==> src/rtl/conv_window_scheduler_if.sv <==
// Result stream from the convolution window scheduler to the layer output writer.
// Each beat carries one MAC result tagged with its output row/column.
interface conv_window_scheduler_if #(
   parameter int DATA_W = 32,
   parameter int ADDR_W = 16
);
   logic              valid;
   logic [DATA_W-1:0] data;
   logic [ADDR_W-1:0] row;
   logic [ADDR_W-1:0] col;
   logic              ready;

   modport master (output valid, data, row, col, input ready);
   modport slave  (input valid, data, row, col, output ready);
endinterface

==> src/rtl/conv_window_scheduler.sv <==
// Sequences one MAC over a stride-1, no-padding 2-D convolution, one window in flight,
// streaming each window's feature/weight pairs and forwarding the tagged results.
module conv_window_scheduler #(
   parameter int IMG_W                 = 8,
   parameter int IMG_H                 = 8,
   parameter int KERNEL_SIZE_W         = 3,
   parameter int KERNEL_SIZE_H         = 3,
   parameter int INPUT_BIT_RESOLUTION  = 8,
   parameter int OUTPUT_BIT_RESOLUTION = 32,
   parameter int ADDR_W                = 16
) (
   input  logic                             clk_i,
   input  logic                             rst_ni,
   input  logic                             start_i,
   output logic                             busy_o,
   output logic                             done_o,
   output logic [ADDR_W-1:0]                feat_addr_o,
   input  logic [INPUT_BIT_RESOLUTION-1:0]  feat_data_i,
   output logic [ADDR_W-1:0]                kern_addr_o,
   input  logic [INPUT_BIT_RESOLUTION-1:0]  kern_data_i,
   input  logic [OUTPUT_BIT_RESOLUTION-1:0] kernel_bias_i,
   output logic                             mac_in_valid_o,
   output logic [INPUT_BIT_RESOLUTION-1:0]  mac_feature_o,
   output logic [INPUT_BIT_RESOLUTION-1:0]  mac_weight_o,
   output logic [OUTPUT_BIT_RESOLUTION-1:0] mac_bias_o,
   input  logic                             mac_valid_i,
   input  logic [OUTPUT_BIT_RESOLUTION-1:0] mac_data_i,
   output logic                             mac_ready_o,
   conv_window_scheduler_if.master          out_if
);
   localparam int OUT_W = IMG_W - KERNEL_SIZE_W + 1;
   localparam int OUT_H = IMG_H - KERNEL_SIZE_H + 1;
   localparam int K     = KERNEL_SIZE_W * KERNEL_SIZE_H;

   localparam logic [ADDR_W-1:0] IMG_W_A  = ADDR_W'(IMG_W);
   localparam logic [ADDR_W-1:0] K_LAST   = ADDR_W'(K - 1);
   localparam logic [ADDR_W-1:0] KW_LAST  = ADDR_W'(KERNEL_SIZE_W - 1);
   localparam logic [ADDR_W-1:0] OW_LAST  = ADDR_W'(OUT_W - 1);
   localparam logic [ADDR_W-1:0] OH_LAST  = ADDR_W'(OUT_H - 1);

   typedef enum logic [2:0] {IDLE, FEED, DRAIN, WAIT_MAC, OUTPUT} state_e;

   state_e                           state_q, state_d;
   logic [ADDR_W-1:0]                row_q, row_d, col_q, col_d;
   logic [ADDR_W-1:0]                kx_q, kx_d, ky_q, ky_d, k_q, k_d;
   logic [ADDR_W-1:0]                feat_addr_q, feat_addr_d, kern_addr_q, kern_addr_d;
   logic [ADDR_W-1:0]                out_row_q, out_row_d, out_col_q, out_col_d;
   logic [OUTPUT_BIT_RESOLUTION-1:0] bias_q, bias_d, out_data_q, out_data_d;
   logic                             busy_q, busy_d, done_q, done_d;
   logic                             mac_in_valid_q, mac_in_valid_d;
   logic                             mac_ready_q, mac_ready_d, out_valid_q, out_valid_d;

   function automatic logic [ADDR_W-1:0] window_addr(input logic [ADDR_W-1:0] r,
                                                     input logic [ADDR_W-1:0] c,
                                                     input logic [ADDR_W-1:0] x,
                                                     input logic [ADDR_W-1:0] y);
      return (r + y) * IMG_W_A + c + x;
   endfunction

   always_comb begin
      state_d        = state_q;
      row_d          = row_q;
      col_d          = col_q;
      kx_d           = kx_q;
      ky_d           = ky_q;
      k_d            = k_q;
      feat_addr_d    = feat_addr_q;
      kern_addr_d    = kern_addr_q;
      out_row_d      = out_row_q;
      out_col_d      = out_col_q;
      out_data_d     = out_data_q;
      bias_d         = bias_q;
      busy_d         = busy_q;
      done_d         = 1'b0;
      mac_ready_d    = mac_ready_q;
      out_valid_d    = out_valid_q;
      // Memory data lags the address by one cycle, so the MAC valid lags FEED by one.
      mac_in_valid_d = (state_q == FEED);

      case (state_q)
         IDLE: begin
            if (start_i && !done_q) begin
               state_d     = FEED;
               busy_d      = 1'b1;
               bias_d      = kernel_bias_i;
               row_d       = '0;
               col_d       = '0;
               kx_d        = '0;
               ky_d        = '0;
               k_d         = '0;
               feat_addr_d = '0;
               kern_addr_d = '0;
            end
         end
         FEED: begin
            if (k_q == K_LAST) begin
               state_d = DRAIN;
            end else begin
               k_d = k_q + 1'b1;
               if (kx_q == KW_LAST) begin
                  kx_d = '0;
                  ky_d = ky_q + 1'b1;
               end else begin
                  kx_d = kx_q + 1'b1;
               end
               feat_addr_d = window_addr(row_q, col_q, kx_d, ky_d);
               kern_addr_d = k_d;
            end
         end
         DRAIN: begin
            state_d     = WAIT_MAC;
            mac_ready_d = 1'b1;
         end
         WAIT_MAC: begin
            if (mac_valid_i) begin
               state_d     = OUTPUT;
               mac_ready_d = 1'b0;
               out_valid_d = 1'b1;
               out_data_d  = mac_data_i;
               out_row_d   = row_q;
               out_col_d   = col_q;
            end
         end
         OUTPUT: begin
            if (out_if.ready) begin
               out_valid_d = 1'b0;
               if (row_q == OH_LAST && col_q == OW_LAST) begin
                  state_d = IDLE;
                  done_d  = 1'b1;
                  busy_d  = 1'b0;
               end else begin
                  if (col_q == OW_LAST) begin
                     col_d = '0;
                     row_d = row_q + 1'b1;
                  end else begin
                     col_d = col_q + 1'b1;
                  end
                  state_d     = FEED;
                  kx_d        = '0;
                  ky_d        = '0;
                  k_d         = '0;
                  feat_addr_d = window_addr(row_d, col_d, '0, '0);
                  kern_addr_d = '0;
               end
            end
         end
         default: state_d = IDLE;
      endcase
   end

   always_ff @(posedge clk_i or negedge rst_ni) begin
      if (!rst_ni) begin
         state_q        <= IDLE;
         row_q          <= '0;
         col_q          <= '0;
         kx_q           <= '0;
         ky_q           <= '0;
         k_q            <= '0;
         feat_addr_q    <= '0;
         kern_addr_q    <= '0;
         out_row_q      <= '0;
         out_col_q      <= '0;
         out_data_q     <= '0;
         bias_q         <= '0;
         busy_q         <= 1'b0;
         done_q         <= 1'b0;
         mac_in_valid_q <= 1'b0;
         mac_ready_q    <= 1'b0;
         out_valid_q    <= 1'b0;
      end else begin
         state_q        <= state_d;
         row_q          <= row_d;
         col_q          <= col_d;
         kx_q           <= kx_d;
         ky_q           <= ky_d;
         k_q            <= k_d;
         feat_addr_q    <= feat_addr_d;
         kern_addr_q    <= kern_addr_d;
         out_row_q      <= out_row_d;
         out_col_q      <= out_col_d;
         out_data_q     <= out_data_d;
         bias_q         <= bias_d;
         busy_q         <= busy_d;
         done_q         <= done_d;
         mac_in_valid_q <= mac_in_valid_d;
         mac_ready_q    <= mac_ready_d;
         out_valid_q    <= out_valid_d;
      end
   end

   assign busy_o         = busy_q;
   assign done_o         = done_q;
   assign feat_addr_o    = feat_addr_q;
   assign kern_addr_o    = kern_addr_q;
   assign mac_in_valid_o = mac_in_valid_q;
   assign mac_feature_o  = mac_in_valid_q ? feat_data_i : '0;
   assign mac_weight_o   = mac_in_valid_q ? kern_data_i : '0;
   assign mac_bias_o     = bias_q;
   assign mac_ready_o    = mac_ready_q;
   assign out_if.valid   = out_valid_q;
   assign out_if.data    = out_data_q;
   assign out_if.row     = out_row_q;
   assign out_if.col     = out_col_q;
endmodule
==> src/flat_wrapper.sv <==
// flat-port wrapper written by rule: the top's interface ports become plain ports
module conv_window_scheduler_flat 
#(
   parameter int IMG_W                 = 8,
   parameter int IMG_H                 = 8,
   parameter int KERNEL_SIZE_W         = 3,
   parameter int KERNEL_SIZE_H         = 3,
   parameter int INPUT_BIT_RESOLUTION  = 8,
   parameter int OUTPUT_BIT_RESOLUTION = 32,
   parameter int ADDR_W                = 16
)
  (clk_i, rst_ni, start_i, busy_o, done_o, feat_addr_o, feat_data_i, kern_addr_o, kern_data_i, kernel_bias_i, mac_in_valid_o, mac_feature_o, mac_weight_o, mac_bias_o, mac_valid_i, mac_data_i, mac_ready_o, out_if_valid, out_if_data, out_if_row, out_if_col, out_if_ready);
  conv_window_scheduler_if #(.ADDR_W(ADDR_W)) out_if_i ();
  input  logic clk_i;
  input  logic rst_ni;
  input  logic start_i;
  output logic busy_o;
  output logic done_o;
  output logic [ADDR_W-1:0] feat_addr_o;
  input  logic [INPUT_BIT_RESOLUTION-1:0] feat_data_i;
  output logic [ADDR_W-1:0] kern_addr_o;
  input  logic [INPUT_BIT_RESOLUTION-1:0] kern_data_i;
  input  logic [OUTPUT_BIT_RESOLUTION-1:0] kernel_bias_i;
  output logic mac_in_valid_o;
  output logic [INPUT_BIT_RESOLUTION-1:0] mac_feature_o;
  output logic [INPUT_BIT_RESOLUTION-1:0] mac_weight_o;
  output logic [OUTPUT_BIT_RESOLUTION-1:0] mac_bias_o;
  input  logic mac_valid_i;
  input  logic [OUTPUT_BIT_RESOLUTION-1:0] mac_data_i;
  output logic mac_ready_o;
  output wire logic [$bits(out_if_i.valid)-1:0] out_if_valid;
  output wire logic [$bits(out_if_i.data)-1:0] out_if_data;
  output wire logic [$bits(out_if_i.row)-1:0] out_if_row;
  output wire logic [$bits(out_if_i.col)-1:0] out_if_col;
  input wire logic [$bits(out_if_i.ready)-1:0] out_if_ready;
  assign out_if_valid = out_if_i.valid;
  assign out_if_data = out_if_i.data;
  assign out_if_row = out_if_i.row;
  assign out_if_col = out_if_i.col;
  assign out_if_i.ready = out_if_ready;
  conv_window_scheduler #(.IMG_W(IMG_W), .IMG_H(IMG_H), .KERNEL_SIZE_W(KERNEL_SIZE_W), .KERNEL_SIZE_H(KERNEL_SIZE_H), .INPUT_BIT_RESOLUTION(INPUT_BIT_RESOLUTION), .OUTPUT_BIT_RESOLUTION(OUTPUT_BIT_RESOLUTION), .ADDR_W(ADDR_W)) u_core (.clk_i(clk_i), .rst_ni(rst_ni), .start_i(start_i), .busy_o(busy_o), .done_o(done_o), .feat_addr_o(feat_addr_o), .feat_data_i(feat_data_i), .kern_addr_o(kern_addr_o), .kern_data_i(kern_data_i), .kernel_bias_i(kernel_bias_i), .mac_in_valid_o(mac_in_valid_o), .mac_feature_o(mac_feature_o), .mac_weight_o(mac_weight_o), .mac_bias_o(mac_bias_o), .mac_valid_i(mac_valid_i), .mac_data_i(mac_data_i), .mac_ready_o(mac_ready_o), .out_if(out_if_i));
endmodule
==> config.mk <==
export PLATFORM = sky130hd
export DESIGN_NAME = conv_window_scheduler_flat
export DESIGN_NICKNAME = d
export VERILOG_FILES = /design/src/rtl/conv_window_scheduler_if.sv /design/src/rtl/conv_window_scheduler.sv /design/src/flat_wrapper.sv
export SDC_FILE = /design/constraint.sdc
export NUM_CORES = 1
export LEC_CHECK = 0
export ABC_CLOCK_PERIOD_IN_PS = 6200
export CORE_UTILIZATION = 35
export DETAILED_ROUTE_END_ITERATION = 7
export SYNTH_ARGS = -nofsm -noshare
export SYNTH_HDL_FRONTEND = slang
export SYNTH_SLANG_ARGS = --single-unit
==> constraint.sdc <==
create_clock -name clk_i -period 6.2 [get_ports clk_i]
set_input_delay 1.24 -clock clk_i [delete_from_list [all_inputs] [get_ports clk_i]]
set_output_delay 1.24 -clock clk_i [all_outputs]
set_load 0.02 [all_outputs]
==> impl_metrics.yaml <==
sta:
  worst_pin_slew_ps: 1130
  hold_viol: 0
  clock_skew_ps: 15.8
  rsz0062_at_grt: "no"
  slew_viol_final: 0
  setup_viol: 0
  fin_hold_ws_ps: 475
  final.min_clock_period_ps: 5530
  fin_crit_sh_pct: 89.3
  setup_tns_ps: 0
  setup_slack_ps: 665
  slew_headroom_pct: 24.6
  timing.fmax_mhz: 181
detailed_routing:
  top_layer_used: "met4"
  wl_met2_um: 14900
  drc: 0
  drtIter0Drc: 552
  drt.antenna.violating_nets: 0
  wl_met1_um: 14300
  wirelength_um: 31500
  wire_per_inst_um: 16.8
  vias: 9580
  routed-wl-met3_um: 1550
  routed_via_density: 5.12
  drt_pre_antenna_iters: 5
die:
  die_y_um: 182
  dieArea_mm2: 0.0333
  die_w_um: 182
  core_area_mm2: 0.0318
  rows: 65
  initial_utilization_pct: 35.8
  io_pins: 234
placement:
  dp_hpwl_um: 23100
  place.gp.congestion: 0.857
  io_buffers: 233
  place_ws_ps: 720
  place_area_mm2: 0.0141
clock_tree:
  insertion_delay_ps: 450
  cts_setup_buffers: 0
  cts_tree: "done"
  cts-resized-gates: 0
  clk_pin_slew_ps: 80
  cts-root-buf: "clkbuf_16"
  cts_buffers: 17
  clockBufferDepth: 2
  htree_levels: 4
  cts.sinks: 197
  ctsHoldBuffers: 0
yosys:
  synth_top_area_share_pct: 43.3
  syn_inst: 1218
  synthTopCellsByArea: "dfrtp_1 43%, nand2_1 6.6%, ha_1 5.6%"
  synth.avg_cell_area_um2: 9.35
  yosys_warnings: 0
  ys_ff_latch: 197
  synthArstFlopShare_pct: 100
  netlist_area_mm2: 0.0114
  post-synth-top-area-cell: "dfrtp_1"
  yosys-top-cells-count: "199 x nand2_1, 197 x dfrtp_1, 72 x nor2_1, 68 x o21ai_1, 62 x inv_1"
  synth.most_common_cell: "nand2_1"
  yosysSeqAreaShare_pct: 43.3
  syn_nets: 1369
  synth_flop_cell: "dfrtp_1"
  synth_cell_types: 76
  synth_edf_count: 0
layout:
  layout-drive-gt1-share_pct: 7.72
  multi_input_area_mm2: 0.00599
  nets: 1575
  seq_area_mm2: 0.00493
  n_fill_cell: 3010
  area_growth_pct: 29.3
  antennaDiodeCount: 0
  finalInstanceArea_mm2: 0.0147
  final_core_util_pct: 46.3
grt:
  grt_pass1_vias: 9233
  grt_pass1_wl_um: 50400
  grt_start_max_net_pins: 121
  grtUsageTotal_pct: 19.3
  grt_overflow: 0
  antenna_found_initial: 0
critical_path:
  critPathKind: "flip-flop to flip-flop"
  worstPathArrival_ps: 5910
  crit_required_ps: 6580
  cp-end-kind: "flip-flop"
  cp_max_fo: 11
  worstSetupStartpointType: "flip-flop"
power_and_ir_drop:
  p_leak_nw: 6.55
  power_density_mw_per_mm2: 362
  vdd_drop_max_v: 0.000220
hold_path:
  min_path_type: "flip-flop to flip-flop"
outcome:
  outcome: "complete, no violations"
job:
  maxCapViolations: 0
==> worst max-delay path, stage by stage (launching register included) <==
cell and delay (ps):
dfrtp_1 440, inv_1 110, ha_1 150, nor4b_1 320, and4_1 550, nand2_1 150, xnor2_1 210, ha_1 280
nor2b_1 150, o31ai_1 450, nand2_1 110, a21oi_1 190, xor2_1 240, fa_1 460, inv_1 70, ha_1 260
a21oi_1 250, nand2_1 70, or3_1 340, nand4_1 160, a31oi_1 100, o32a_1 290, o21ai_1 110
==> per-layer routing <==
| layer | GRT usage [%] | vias up |
|---|---|---|
| met1 | 25.0 | 4624 |
| met2 | 31.8 | 282 |
| met4 | 7.29 | 0 |
| met5 | 0 | - |
| li1 | - | 4636 |
| met3 | 3.87 | 38 |
==> flip-flops by register name, summed over array words and instances (netlist names), 16 cells and up <==
signal,count
u_core.mac_bias_o,32
u_core.out_if.data,32
u_core.col_q,16
u_core.feat_addr_o,16
u_core.k_q,16
u_core.kx_q,16
u_core.out_if.col,16
u_core.out_if.row,16
u_core.row_q,16
==> cell usage in the layout (no fill, tap or decap), types with 8 or more instances in the layout <==
cell,instances
buf_4,8
clkbuf_16,17
o21ai_1,68
nor3_1,27
and2_1,28
nand3_1,51
nand4_1,16
nor2_1,70
nor4_1,17
and3_1,17
xnor2_1,54
a21oi_1,23
dfrtp_1,197
o21a_1,8
inv_1,62
ha_1,51
clkdlybuf4s50_1,232
o221ai_1,8
o21ai_0,36
mux2_2,51
nand2_1,199
fa_1,15
or3_1,11
o31ai_1,15
xor2_1,31
==> layout make-up <==
type                    count  share of cell area (%)
flip-flops and latches    197                    33.5
clock inverters            14                    1.14
repair buffers            242                    16.4
inverters                  63                    1.64
well taps                 435                    3.70
multi-input cells         903                    40.7
clock buffers              18                    2.98
==> worst paths after layout <==
kind                                       from                endpoint  cells after the start  slack [ps]
min reg2reg                u_core.mac_bias_o[8]    u_core.mac_bias_o[8]                      2         480
max                              u_core.kx_q[0]  u_core.feat_addr_o[13]                     22         670
min in group asynchronous                rst_ni   u_core.mac_bias_o[24]                      1         780
max reg2reg                      u_core.kx_q[0]  u_core.feat_addr_o[13]                     22         670
min                        u_core.mac_bias_o[8]    u_core.mac_bias_o[8]                      2         480
max in group asynchronous                rst_ni         u_core.col_q[3]                      2        4280
==> kinds of logic (layout without fill, tap and decap cells) <==
family	count (synthesis)	after routing	share of synthesized area (%)
AOI/OAI and AO/OA	219	219	12.2
xor gates and xnor gates	85	85	6.54
adders and majority gates	66	66	8.24
buffers and inverters	118	337	4.35
DFF	197	197	43.3
muxes	52	52	5.13
and+or+nand+nor	481	481	20.3
==> power by group <==
part           leakage (nW)  internal [mW]  switching (mW)
sequential             2.61           1.59           0.216
combinational          3.64          0.981            1.41
clock                 0.298          0.586           0.558
==> per-stage QoR <==
stage                     instances  power (mW)
after floorplan                1218        3.22
after global placement         1840        4.20
after detailed placement       1840        4.23
after CTS                      1872        5.40
after global routing           1872        5.68
final                          1872        5.34
Note: power is estimated with default switching activity, not from simulation.
==> RTL change 1: new RTL, same flow settings <==
Reset style: synchronous (`rst_ni`), changed in one clocked block.
--- a/src/rtl/conv_window_scheduler.sv
+++ b/src/rtl/conv_window_scheduler.sv
@@ -150,3 +150,3 @@
 
-   always_ff @(posedge clk_i or negedge rst_ni) begin
+   always_ff @(posedge clk_i) begin
       if (!rst_ni) begin
Check against the original RTL: differs if rst_ni is asserted again (counterexample within 4 cycles, from zero or initial values and one cycle with rst_ni low); with rst_ni held inactive, the same outputs for 10 cycles.
==> RTL change 1 against the original RTL <==
Via count rose by 3.7%. Critical path depth fell by 3. Sequential cell count did not move. Highest routed layer unchanged. Worst setup slack improved by 0.21 ns. Cell count rose by 2.7%. Area after synthesis fell by 7.8%. Wire length rose by 2.5%. Final area fell by 6.9%.
Power is not compared: it rests on default switching activity, and its combinational part moved more than twofold at a synthesized area within 25%.
==> RTL change 1: results <==
[status]
status = finished clean

[timing]
slew_headroom = 0.3702
finClkSkew_ns = 0.01253

[detailed_routing]
met3_length_um = 2362
dr.first_iter.drc_count = 726
dr_wl_met2_um = 15080
wirelength_um = 32330
wl_per_cell_um = 16.82
drt-met1-wl_um = 14470
vias = 9935

[placement]
placed_cell_area_mm2 = 0.01314
gp_congestion = 0.8890
dp_hpwl_um = 23720

[global_route]
groute.layer.met2.usage = 0.3419
use_met3 = 0.05026
use_met1 = 0.2740
grtUsageTotal = 0.2086
grt_pass1_wl_um = 51080
grt_pass1_vias = 9471
busiest_layer = met2
grt_max_degree = 70

[yosys]
synthAdderAreaFrac = 0.08943
synth.distinct_cells = 60
synth_mux_area_frac = 0.0009540
synth-seq-area-share = 0.3759
ys_top_cells_by_count = 265 x nand2_1, 197 x dfxtp_1, 140 x a21oi_1
synth_xor_area_frac = 0.07679
yosysWarnings = 0
async_reset_ff_frac = 0
synth_compound_area_frac = 0.1746
synth_flop_cell = dfxtp_1
synth_cells = 1326
synth_nets = 1477
synth.area.top_cells = dfxtp_1 38%, nand2_1 9.5%, a21oi_1 6.7%

[min_path]
hp-start = u_core.out_if.data[7]
min_to = u_core.out_if.data[7]

[setup_path]
r2r_slack_ns = 0.88
critPathTopFamily = compound AO/OA/AOI/OAI gates
crit_end = u_core.feat_addr_o[13]
startpoint = u_core.kx_q[1]
cp_slowest_stage_delay_ns = 0.52
crit_fanout = 11
ff2ff_path_depth = 19

[final_layout]
fill_cells = 2927
drive_gt1_frac = 0.03982
multi_input_area_share = 0.4410
num-multi-input-gates = 996
clkCellAreaFrac = 0.04126
n_all_inverters = 60
clock_buffers = 17
final_nets = 1670
buffers_excl_clock = 247
buffer_area_frac = 0.1778
[RTL change 1: power by group through the flow]
stage / clock (W) / combinational (W) / sequential, W
5_1_grt: 0.00117 / 0.000456 / 0.00134
6_report: 0.00109 / 0.000420 / 0.00133
3_3_place_gp: 0 / 0.000422 / 0.00136
2_1_floorplan: 0 / 0.000180 / 0.00140
4_1_cts: 0.00112 / 0.000424 / 0.00133
3_5_place_dp: 0 / 0.000422 / 0.00136
[RTL change 1: worst reg2reg max path, delay by kind of cell, from the launching register on]
family	cells	cell delay, ns
AO/OA/AOI/OAI	5	1.58
XOR/XNOR	3	0.55
adder cells (fa/ha/maj)	4	1.35
buffers and inverters	1	0.04
flip-flops	1	0.44
AND/OR/NAND/NOR	6	1.22
[RTL change 1: metrics by stage]
step	setup slack, ns	hold WS (ns)
2_1_floorplan	1.518	0.4547
3_3_place_gp	1.129	0.4412
3_5_place_dp	0.9839	0.4453
4_1_cts	0.9249	0.4562
5_1_grt	0.4169	0.4759
6_report	0.8785	0.4545
==> RTL change 2: new RTL, config.mk and constraints unchanged <==
Without the edit above. `ADDR_W` is set to 16 in 3 places; all go to 17.
--- a/src/rtl/conv_window_scheduler_if.sv
+++ b/src/rtl/conv_window_scheduler_if.sv
@@ -4,3 +4,3 @@
    parameter int DATA_W = 32,
-   parameter int ADDR_W = 16
+   parameter int ADDR_W = 17
 );
--- a/src/rtl/conv_window_scheduler.sv
+++ b/src/rtl/conv_window_scheduler.sv
@@ -9,3 +9,3 @@
    parameter int OUTPUT_BIT_RESOLUTION = 32,
-   parameter int ADDR_W                = 16
+   parameter int ADDR_W                = 17
 ) (
--- a/src/flat_wrapper.sv
+++ b/src/flat_wrapper.sv
@@ -9,3 +9,3 @@
    parameter int OUTPUT_BIT_RESOLUTION = 32,
-   parameter int ADDR_W                = 16
+   parameter int ADDR_W                = 17
 )
Ports: changed (resized feat_addr_o, kern_addr_o, out_if_col and out_if_row); port bits go from 234 to 238. The function was not compared with the original's and may differ.
==> RTL change 2 against the original RTL <==
Count of clock-buffer cells in the layout up 16. Area after synthesis up 2.5%. Combinational power up 4%. Final area up 4.3%. Global-route usage down 0.22 points. Non-clock buffer count up 5. Power up 11%. Worst setup slack worse by 0.15 ns. Sequential cell count up 8. Wire length up 2.6%. Clock power up 36%.
==> RTL change 2: results <==
[status]
status = finished clean

[placement]
placed_cells = 1819
portBuffers = 237
dp_hpwl_um = 23550
place_ws_ns = 0.5625
placed_cell_area_mm2 = 0.01448
gp_congestion = 0.9072

[detailed_routing]
dr.first_iter.drc_count = 600
vias = 9583
dr_wl_met2_um = 15030
met3_length_um = 2391
wl_per_cell_um = 17.35
drt-met1-wl_um = 14370

[global_route]
use_met1 = 0.2611
grt_max_degree = 120
groute.layer.met2.usage = 0.3064
grtUsageTotal = 0.1909
use_met3 = 0.04011
grt_pass1_vias = 9268

[pwr]
seq_power_w = 0.00191
p_clk_w = 0.00155
leakage_nw = 6.775
pwr-share-seq = 0.321
intPower_w = 0.003707
peakVddDrop_mv = 0.3675

[yosys]
synth-seq-area-share = 0.4393
post_synth.cell_area_avg_um2 = 9.853
synth.distinct_cells = 58
synth.area.top_cells = dfrtp_1 44%, mux2_2 8.1%, ha_1 5.7%
synth_nets = 1339
ys_top_cells_by_count = 205 x dfrtp_1, 122 x nand2_1, 97 x o21ai_0

[final_layout]
drive_gt1_frac = 0.1041
fill_cells = 3116
stdcell_count = 1864
final_nets = 1558

[setup_path]
cp_slowest_stage_delay_ns = 0.50
critical_path_arrival_ns = 6.08
slowest_stage = fa_1
crit_fanout = 12

[clock_tree]
cts_htree_levels = 1
cts_buffer_depth = 3
clk_pin_slew_ns = 0.06
root_buffer = clkbuf_16
clock_latency_ns = 0.53

[timing]
slew_headroom = 0.3220
setup_violations = 0
finClkSkew_ns = 0.02335
RTL change 2: cell types whose count changed after synthesis, sizes merged, moves of 10 or more:
cell | before | now
a21oi | 23 | 42
xor2 | 31 | 46
mux2 | 51 | 84
nand2 | 200 | 122
nand3 | 52 | 62
o31ai | 16 | 6
RTL change 2: critical path, delay by kind of cell, from the launching register on:
| family | cells | cell delay (ns) |
|---|---|---|
| buf+inv | 3 | 0.18 |
| compound gates | 8 | 1.86 |
| flops | 1 | 0.44 |
| simple gates | 5 | 0.87 |
| xor+xnor | 2 | 0.33 |
| fa+ha+maj | 4 | 1.46 |
| mux | 1 | 0.40 |
RTL change 2: cell type report:
class	instances	area, um2	share of cell area
clock buffer	34	709.4	0.04621
clock inverter	11	165.2	0.01076
inverter	65	244.0	0.01589
multi-input combinational	860	6098	0.3972
sequential	205	5130	0.3341
tap	442	553.0	0.03602
timing repair buffer	247	2452	0.1597
RTL change 2: kinds of logic (layout without fill, tap and decap cells):
kind of cell,Yosys count,after routing,synth area share
xor+xnor,103,103,0.07844
fa+ha+maj,69,69,0.08423
buf+inv,120,357,0.03976
flops,205,205,0.4393
compound gates,221,221,0.1149
simple gates,383,383,0.1623
mux,84,84,0.08101
RTL change 2: final timing paths:
path                                        start                endpoint  slack (ns)  depth (start not counted)
hold / removal             u_core.feat_addr_o[12]  u_core.feat_addr_o[12]        0.48                          2
min in group asynchronous                  rst_ni          u_core.kx_q[2]        0.77                          1
setup reg to reg                   u_core.kx_q[0]  u_core.feat_addr_o[16]        0.52                         23
setup / recovery                   u_core.kx_q[0]  u_core.feat_addr_o[16]        0.52                         23
hold reg to reg            u_core.feat_addr_o[12]  u_core.feat_addr_o[12]        0.48                          2
max in group asynchronous                  rst_ni   u_core.out_if.col[14]        4.28                          2
